File: src/rtl/exp_filter_sequencer.sv
// Frame sequencer for the per-bin exponential filter: load a frame, then drain it.
// Optional EXP_SEQ_PEAK_EN adds a registered per-frame peak output.
module exp_filter_sequencer #(
    parameter int NUM_BINS = 40,
    parameter int DATA_W   = 8,
    parameter int ADDR_W   = 8
) (
    input  logic              clk,
    input  logic              rst,
    input  logic              in_valid,
    input  logic [DATA_W-1:0] in_data,
    output logic              in_ready,
    output logic [ADDR_W-1:0] filt_addr,
    output logic [DATA_W-1:0] filt_in,
    output logic              filt_write,
    input  logic [DATA_W-1:0] filt_out,
    output logic              out_valid,
    output logic [DATA_W-1:0] out_data,
    output logic [ADDR_W-1:0] out_addr,
    output logic              out_last,
    input  logic              out_ready,
`ifdef EXP_SEQ_PEAK_EN
    output logic [DATA_W-1:0] peak,
`endif
    output logic              busy
);

    localparam logic [ADDR_W-1:0] LAST = ADDR_W'(NUM_BINS - 1);

    typedef enum logic [1:0] {
        LOAD,
        FLUSH,
        DRAIN
    } state_t;

    state_t            state;
    logic [ADDR_W-1:0] wr_idx;
    logic [ADDR_W-1:0] rd_idx;
    logic              rd_done;
`ifdef EXP_SEQ_PEAK_EN
    logic [DATA_W-1:0] run_max;
`endif

    logic accept;
    logic out_fire;
    logic advance;

    assign accept   = in_valid & in_ready;
    assign out_fire = out_valid & out_ready;
    // filt_addr tracks rd_idx in DRAIN, so filt_out is always the bin being captured
    assign advance  = (state == DRAIN) & ~rd_done & (~out_valid | out_ready);

    always_ff @(posedge clk or posedge rst) begin
        if (rst) begin
            state      <= LOAD;
            wr_idx     <= '0;
            rd_idx     <= '0;
            rd_done    <= 1'b0;
            in_ready   <= 1'b0;
            filt_addr  <= '0;
            filt_in    <= '0;
            filt_write <= 1'b0;
            out_valid  <= 1'b0;
            out_data   <= '0;
            out_addr   <= '0;
            out_last   <= 1'b0;
            busy       <= 1'b0;
`ifdef EXP_SEQ_PEAK_EN
            run_max    <= '0;
            peak       <= '0;
`endif
        end else begin
            filt_write <= 1'b0;
            if (out_fire) begin
                out_valid <= 1'b0;
            end
            unique case (state)
                LOAD: begin
                    in_ready <= 1'b1;
                    if (accept) begin
                        filt_write <= 1'b1;
                        filt_addr  <= wr_idx;
                        filt_in    <= in_data;
                        busy       <= 1'b1;
                        if (wr_idx == LAST) begin
                            wr_idx   <= '0;
                            in_ready <= 1'b0;
                            state    <= FLUSH;
                        end else begin
                            wr_idx <= wr_idx + 1'b1;
                        end
                    end
                end
                FLUSH: begin
                    rd_idx    <= '0;
                    rd_done   <= 1'b0;
                    filt_addr <= '0;
                    state     <= DRAIN;
                end
                DRAIN: begin
                    if (advance) begin
                        out_valid <= 1'b1;
                        out_data  <= filt_out;
                        out_addr  <= rd_idx;
                        out_last  <= (rd_idx == LAST);
`ifdef EXP_SEQ_PEAK_EN
                        if (rd_idx == '0 || filt_out > run_max) begin
                            run_max <= filt_out;
                        end
`endif
                        if (rd_idx == LAST) begin
                            rd_done <= 1'b1;
                        end else begin
                            rd_idx    <= rd_idx + 1'b1;
                            filt_addr <= rd_idx + 1'b1;
                        end
                    end
                    if (out_fire && out_last) begin
                        out_last <= 1'b0;
                        busy     <= 1'b0;
                        in_ready <= 1'b1;
                        rd_idx   <= '0;
                        rd_done  <= 1'b0;
                        state    <= LOAD;
`ifdef EXP_SEQ_PEAK_EN
                        peak     <= run_max;
`endif
                    end
                end
                default: begin
                    state <= LOAD;
                end
            endcase
        end
    end

endmodule
File: config.mk
export PLATFORM = sky130hd
export DESIGN_NAME = exp_filter_sequencer
export DESIGN_NICKNAME = d
export VERILOG_FILES = /design/src/rtl/exp_filter_sequencer.sv
export SDC_FILE = /design/constraint.sdc
export NUM_CORES = 1
export LEC_CHECK = 0
export CORE_MARGIN = 3
export CORE_UTILIZATION = 40
export DETAILED_ROUTE_END_ITERATION = 10
export DONT_BUFFER_PORTS = 1
export PLACE_DENSITY_LB_ADDON = 0.12
export REMOVE_ABC_BUFFERS = 1
export SLEW_MARGIN = 20
export SYNTH_ARGS = -nofsm -noshare
export SYNTH_HDL_FRONTEND = slang
export SYNTH_SLANG_ARGS = --single-unit
export TNS_END_PERCENT = 10
File: constraint.sdc
create_clock -name clk -period 4.7 [get_ports clk]
set_input_delay 1.41 -clock clk [delete_from_list [all_inputs] [get_ports clk]]
set_output_delay 1.41 -clock clk [all_outputs]
set_load 0.03 [all_outputs]
After elaboration in Yosys (flattened, before gate mapping). Cells that the tools add are included.

Bits in registers: 56. Input port bits: 20. Output and inout bits: 37.

Add/sub/neg operators: 2. Eq/ne operators: 12. Multiplexer cells: 29. Bitwise logic cells: 7. Reductions and logical operators: 15.

Operators with widths (count): $mux 8 (5); $pmux 8 s3 (1); $add 8x1->8 const B (2); $eq 8x6->1 const B (2); $pmux 8 s2 (1); $mux 1 (15); $reduce_and 3->1 (4); $ne 2x2->1 const B (4); $reduce_and 2->1 (4); $mux 2 (3); $ne 3x2->1 const B (2); $pmux 1 s2 (3); $pmux 2 s3 (1); $reduce_bool 2->1 (3); $and 1x1->1 (4); $reduce_and 4->1 (1); $ne 3x1->1 const B (1); $reduce_bool 3->1 (1); $eq 2x1->1 const B (1); $eq 2x2->1 const B (1); $logic_not 2->1 (1); $ne 2x1->1 const B (1); $not 1->1 (2); $logic_and 1x1->1 (1); $or 1x1->1 (1).

Depth between registers and ports, before layout. Gate-level depths: netlist (run 1).

Word-level depth: 6. Depth in mapped cells: 8.

Worst setup path after synthesis (run 1). Ideal clock, no wire load.

Path type: input -> register. Start: input port out_ready. End: register filt_addr[0]. Setup time: 0.125 ns. Data arrival time: 2.566 ns. Data required time: 4.575 ns. Slack: 2.009 ns. Stages: 6. Path buffers: 2. Path through: nand2b_1 > nand2b_4 > buf_6 > a2111o_1 > buf_6 > mux2_4.

Longest elaborated chain between the ends: 4.

Ends and longest elaborated chain: start, declared (line 21) `input logic out_ready,`; $or 1x1->1 (line 51) `assign advance = (state == DRAIN) & ~rd_done & (~out_valid | out_ready);`; $and 1x1->1 (line 51); $ne 2x2->1 (no source line); $reduce_and 4->1 (no source line); end signal, assigned (line 82) `filt_addr <= wr_idx;`; end signal, assigned (line 115) `filt_addr <= rd_idx + 1'b1;`; end, declared (line 13) `output logic [ADDR_W-1:0] filt_addr,`.

Every way passes these cells. A chain may end at the register's enable or synchronous reset.

Final worst setup path (run 1).
Start: register state[0]. End: register filt_addr[0].

Longest elaborated chain between the ends: 5.

Ends and longest elaborated chain: start, declared (line 36) `state_t state;`; start signal, assigned (line 55) `state <= LOAD;`; start signal, assigned (line 88) `state <= FLUSH;`; start signal, assigned (line 98) `state <= DRAIN;`; $eq 2x2->1 (line 51, 77); $and 1x1->1 (2 in a row) (line 51); $ne 2x2->1 (no source line); $reduce_and 4->1 (no source line).

Several ways; a longest one is shown, not always the timed one.

==> results of run 1 <==
-- how the worst max path moves through the flow --
| stage | cells past startpoint | start | slack [ps] | to |
|---|---|---|---|---|
| 2_1_floorplan | 4 | out_ready | 1890 | rd_idx[3]$_DFFE_PP0P_ |
| 3_3_place_gp | 5 | in_valid | 1780 | wr_idx[5]$_DFFE_PP0P_ |
| 3_5_place_dp | 4 | out_ready | 1750 | filt_addr[0]$_DFFE_PP0P_ |
| 4_1_cts | 6 | state[0]$_DFFE_PP0P_ | 2000 | filt_addr[0]$_DFFE_PP0P_ |
| 5_1_grt | 6 | state[0]$_DFFE_PP0P_ | 1770 | rd_idx[2]$_DFFE_PP0P_ |
| 6_report | 6 | state[0]$_DFFE_PP0P_ | 1980 | filt_addr[0]$_DFFE_PP0P_ |
-- critical path, cell delays in order (launching register included) --
cell and delay (ps):
dfrtp_1 430, inv_1 100, ha_1 500, nand2b_1 190, nand2b_4 310, a2111o_1 690, mux2_4 380
-- power by group through the flow --
stage	registers (uW)	clock network, uW	logic (uW)
floorplan	639	0	93.4
global placement	656	0	110
detailed placement	658	0	112
CTS	649	294	112
global route	658	319	125
finish	648	285	109
-- metal layers --
metal  up-vias  routed length (um)  GRT usage, %
met4         0                  63          5.14
li1       1009                   -             -
met1       986                3120          26.1
met3         4                 348          3.96
met5         -                   0             0
met2        57                2810          24.2
-- cells in the final DEF (no fill, tap or decap), types with 3 or more instances in the layout --
| cell | netlist | routed |
|---|---|---|
| nand2_1 | 82 | 82 |
| dfrtp_1 | 56 | 56 |
| nand3_1 | 13 | 13 |
| inv_1 | 14 | 13 |
| o21ai_0 | 10 | 10 |
| nand4_1 | 8 | 8 |
| o311ai_0 | 6 | 6 |
| xnor2_1 | 6 | 6 |
| mux2_4 | 6 | 6 |
| ha_1 | 6 | 6 |
| clkbuf_8 | 0 | 6 |
| nor2b_1 | 5 | 5 |
| nor2_1 | 5 | 5 |
| and3_1 | 5 | 5 |
| a21oi_1 | 5 | 5 |
| nor3_1 | 4 | 4 |
| nand2b_1 | 3 | 3 |
| or3_1 | 3 | 3 |
| o211ai_1 | 3 | 3 |
| o31ai_1 | 3 | 3 |
| a31oi_1 | 3 | 3 |
| mux2i_1 | 3 | 3 |
-- cells by family after synthesis --
kind of cell / Yosys count / synth area share (%)
buffers and inverters: 30 / 4.63
multiplexers: 10 / 4.72
XOR/XNOR: 8 / 2.52
flip-flops: 56 / 50.3
AO/OA/AOI/OAI: 44 / 11.2
AND/OR/NAND/NOR: 140 / 23.9
adder cells (fa/ha/maj): 6 / 2.70
-- flip-flops by register name, indices dropped and copies added (netlist names), 2 cells and up --
| signal | count |
|---|---|
| out_addr | 8 |
| wr_idx | 8 |
| out_data | 8 |
| filt_addr | 8 |
| state | 2 |
| filt_in | 8 |
| rd_idx | 8 |
-- final cells by class --
class	count	area share, %
clock buffers	6	2.83
clock inverters	2	0.514
inverters	15	1.93
multi-input cells	208	43.0
flip-flops and latches	56	48.0
well taps	77	3.30
repair buffers	2	0.514
-- stage by stage --
step	setup slack, ps	cells	utilization (%)
floorplan	1890	279	-
global placement	1780	358	43.2
detailed placement	1750	358	43.2
CTS	2000	366	44.7
global route	1770	366	44.7
finish	1980	366	44.7
==> results.cfg, run 1 <==
[cells_and_area]
layout.nets = 314
final_area_um2 = 2920
fillers = 608
seqCellArea_um2 = 1400
n_antenna_cell = 0
multiInputGateArea_um2 = 1250
drive_gt1_share_pct = 6.92
syn_to_final_growth_pct = 4.90

[critical_path]
worstReg2RegEnd = filt_addr[0]$_DFFE_PP0P_
critPathCaptureType = register
crit_required_ps = 4910
crit_type = register to register
r2r_slack_ps = 1980
worstPathMaxFanout = 26
crit_arrival_ps = 2920
startpoint_type = register
rr_startpoint = state[0]$_DFFE_PP0P_
r2r_cells = 6

[route]
drc = 0
num_vias = 2056
first_pass_iters = 5
wire_per_inst_um = 17.3
antenna_left = 0
wl_um = 6350
drt_iter0_markers = 117
viasPerCell = 5.62

[synthesis]
ys_ff_latch = 56
synth_top_area_cell = dfrtp_1
synth_area_leaders = dfrtp_1 (50%), nand2_1 (11%), mux2_4 (3.2%)
synthesis.area_um2 = 2790
synthFlopType = dfrtp_1
ys_seq_area_share_pct = 50.3
syn_area_per_cell_um2 = 9.47
netlist_top_cells_count = nand2_1 (82), dfrtp_1 (56), inv_1 (14)
yosysTopAreaCellShare_pct = 50.3
ys_types = 47
synth_warnings = 0
yosysMostFrequentCell = nand2_1
synth-async-reset-ratio_pct = 100
syn-instance-count = 294
synth_edf_count = 0

[sta]
tightest_slew_ps = 800
finalSetupViolCount = 0
fin_skew_ps = 11.8
min_period_ps = 2720
max_freq_ghz = 0.368
finalHoldViolCount = 0
fin_tns_setup_ps = 0
rsz0062_at_grt = false
final_max_slew_viol_count = 0
finalCritPeriodShare_pct = 57.8
slew_headroom_pct = 46.6
holdWs_ps = 540

[die]
initial_core_util_pct = 42.6
coreArea_um2 = 6530
die_h_um = 89.4
ios = 57
die_x_um = 89.4
rows = 29
dieArea_um2 = 8000

[clock_network]
clockBufferDepth = 2
post_cts_resize_count = 0
clkSinkCount = 56
root_buffer = clkbuf_8
clk_latency_ps = 310
clk_pin_slew_ps = 100
cts_inserted_buffers = 5
post_cts_buffers = 0
htree_levels = 2
cts_tree = yes
postCtsHoldBufs = 0

[global_route]
grt_max_degree = 39
grt_overflow = 0
grt_pass1_vias = 2011
antenna_found_initial = 0
gr-usage-all-layers_pct = 17.2
grt_pass1_wl_um = 10400

[power]
p_leak_uw = 0.00136
clkPwrFrac_pct = 27.3
pwr-share-comb_pct = 10.5
power_density_nw_per_um2 = 357
p_sw_share_pct = 32.0
p_total_uw = 1040
switchingPower_uw = 333
power_frac_seq_pct = 62.2
ir_worst_vdd_uv = 172
p_int_uw = 709

[place]
portBuffers = 0
gp_congestion = 0.825
place_area_um2 = 2820
dpl.hpwl_um = 4420

[run]
maxCapViolations = 0

[status]
status = finished, final reports clean

[worst_hold_path]
holdPathEnd = wr_idx[6]$_DFFE_PP0P_
min-delay-start = wr_idx[6]$_DFFE_PP0P_
hp-class = register to register
min_path_cells = 1
No activity file was read; power rests on OpenSTA's default activity.
==> run 2, diff against run 1 <==
==> constraint.sdc (replaced) <==
create_clock -name clk -period 2.7 [get_ports clk]
set_input_delay 0.81 -clock clk [delete_from_list [all_inputs] [get_ports clk]]
set_output_delay 0.81 -clock clk [all_outputs]
set_load 0.03 [all_outputs]
==> results.cfg, run 2 (synthesized netlist as in run 1, its figures left out) <==
[status]
status = finished, final reports clean

[critical_path]
cp-endpoint = filt_addr[7]$_DFFE_PP0P_
crit_arrival_ps = 2440
slowest_stage = or4b_2
critPathCaptureType = register
crit_type = register to register
startpoint_type = register
slowest_delay_ps = 610
worstPathMaxFanout = 9
r2r_slack_ps = 520
rr_startpoint = state[0]$_DFFE_PP0P_
r2r_cells = 6
crit_chain = inv_1 > ha_1 > and2_0 > or4b_2 > o221ai_1 > mux2_4
worstReg2RegEnd = filt_addr[7]$_DFFE_PP0P_
setup.worst_path.start = state[0]$_DFFE_PP0P_
crit_required_ps = 2960

[die]
rows = 29
dieArea_um2 = 8000
die_x_um = 89.4
ios = 57
coreArea_um2 = 6530
initial_core_util_pct = 42.6
die_h_um = 89.4

[cells_and_area]
multiInputGateArea_um2 = 1250
fillers = 632
syn_to_final_growth_pct = 8.27
seqCellArea_um2 = 1400
n_antenna_cell = 0
drive_gt1_share_pct = 9.12
final_common_cell = nand2_1
layoutNonFillerInstCount = 373
layout.nets = 321
layout_common_cells = nand2_1 (82), dfrtp_1 (56), nand3_1 (13), inv_1 (13), o21ai_0 (10)

[global_route]
grt_pass1_wl_um = 10500
grt_pass1_vias = 2068
grt_max_degree = 31
gr-usage-all-layers_pct = 16.8
grt_overflow = 0
antenna_found_initial = 0

[power]
p_leak_uw = 0.00142
switchingPower_uw = 564
p_int_uw = 1360
ir_worst_vdd_uv = 207
pwr-share-comb_pct = 10.2
power_frac_seq_pct = 58.4
p_sw_share_pct = 29.3
clkPwrFrac_pct = 31.4
power_density_nw_per_um2 = 638

[worst_hold_path]
hp-class = primary input to asynchronous set/reset pin

[sta]
max_freq_ghz = 0.458
rsz0062_at_grt = false
setup_ws_ps = 516
fin_skew_ps = 8.78
final_max_slew_viol_count = 0
finalSetupViolCount = 0
slew_headroom_pct = 55.3
tightest_slew_ps = 665
finalCritPeriodShare_pct = 80.9
min_period_ps = 2180
finalHoldViolCount = 0
fin_tns_setup_ps = 0

[clock_network]
clk_pin_slew_ps = 100
clockBufferDepth = 2
post_cts_resize_count = 0
clk_latency_ps = 310
clkSinkCount = 56
cts_inserted_buffers = 5
root_buffer = clkbuf_8
htree_levels = 2
postCtsHoldBufs = 0
post_cts_buffers = 0
cts_tree = yes

[run]
maxCapViolations = 0

[place]
gp_congestion = 0.808
place_inst = 365
dpl_worst_slack_ps = 552
dpl.hpwl_um = 4510
portBuffers = 0

[route]
wire_per_inst_um = 16.9
drc = 0
drt_iter0_markers = 140
num_vias = 2111
wl_um = 6300
first_pass_iters = 4
viasPerCell = 5.66
antenna_left = 0
run 2: cell types whose count changed in the layout (fill, tap and decap cells not counted):
cell        change
clkinvlp_4      -2
buf_4           +6
buf_12          +1
clkbuf_8        +1
bufinv_16       +1
run 2: per-stage QoR:
| stage | total power, uW | util [%] | instance area [um^2] | hold slack (ps) |
|---|---|---|---|---|
| floorplan | 1270 | - | 2710 | 481 |
| CTS | 1950 | 46.2 | 3020 | 268 |
| global route | 2020 | 46.2 | 3020 | 260 |
| global placement | 1340 | 44.2 | 2890 | 512 |
| detailed placement | 1340 | 44.2 | 2890 | 515 |
| finish | 1920 | 46.2 | 3020 | 270 |
run 2: metal layers:
metal | track usage (%) | up-vias | part of all wire (%)
met1 | 24.8 | 1021 | 49
met4 | 4.06 | 0 | 1.1
met5 | 0 | - | 0
met2 | 24.9 | 54 | 46
li1 | - | 1029 | -
met3 | 3.78 | 7 | 4.5
run 2: worst min-delay path by stage:
stage,from,endpoint,slack [ps]
floorplan,wr_idx[6]$_DFFE_PP0P_,wr_idx[6]$_DFFE_PP0P_,480
global placement,wr_idx[6]$_DFFE_PP0P_,wr_idx[6]$_DFFE_PP0P_,510
detailed placement,wr_idx[6]$_DFFE_PP0P_,wr_idx[6]$_DFFE_PP0P_,520
CTS,rst,out_valid$_DFF_PP0_,270
global route,rst,out_valid$_DFF_PP0_,260
finish,rst,out_valid$_DFF_PP0_,270
run 2: cell type report:
class                           instances  area share, %
Sequential cell                        56           46.5
Multi-Input combinational cell        208           41.6
Clock buffer                            7           3.20
Tap cell                               77           3.20
Timing Repair Buffer                    9           2.66
Inverter                               15           1.87
Clock inverter                          1          0.996
run 2: critical path, delay by kind of cell, from the launching register on:
family,cells,cell delay (ps)
and+or+nand+nor,2,940
adders and majority gates,1,450
DFF,1,410
muxes,1,170
AOI/OAI and AO/OA,1,90
buffers and inverters,1,80
run 2: power by group through the flow:
stage	Clock (uW)	Combinational, uW	Sequential (uW)
after floorplan	0	163	1110
after global placement	0	196	1140
after detailed placement	0	200	1140
after CTS	623	200	1130
after global routing	655	222	1140
final	604	195	1120
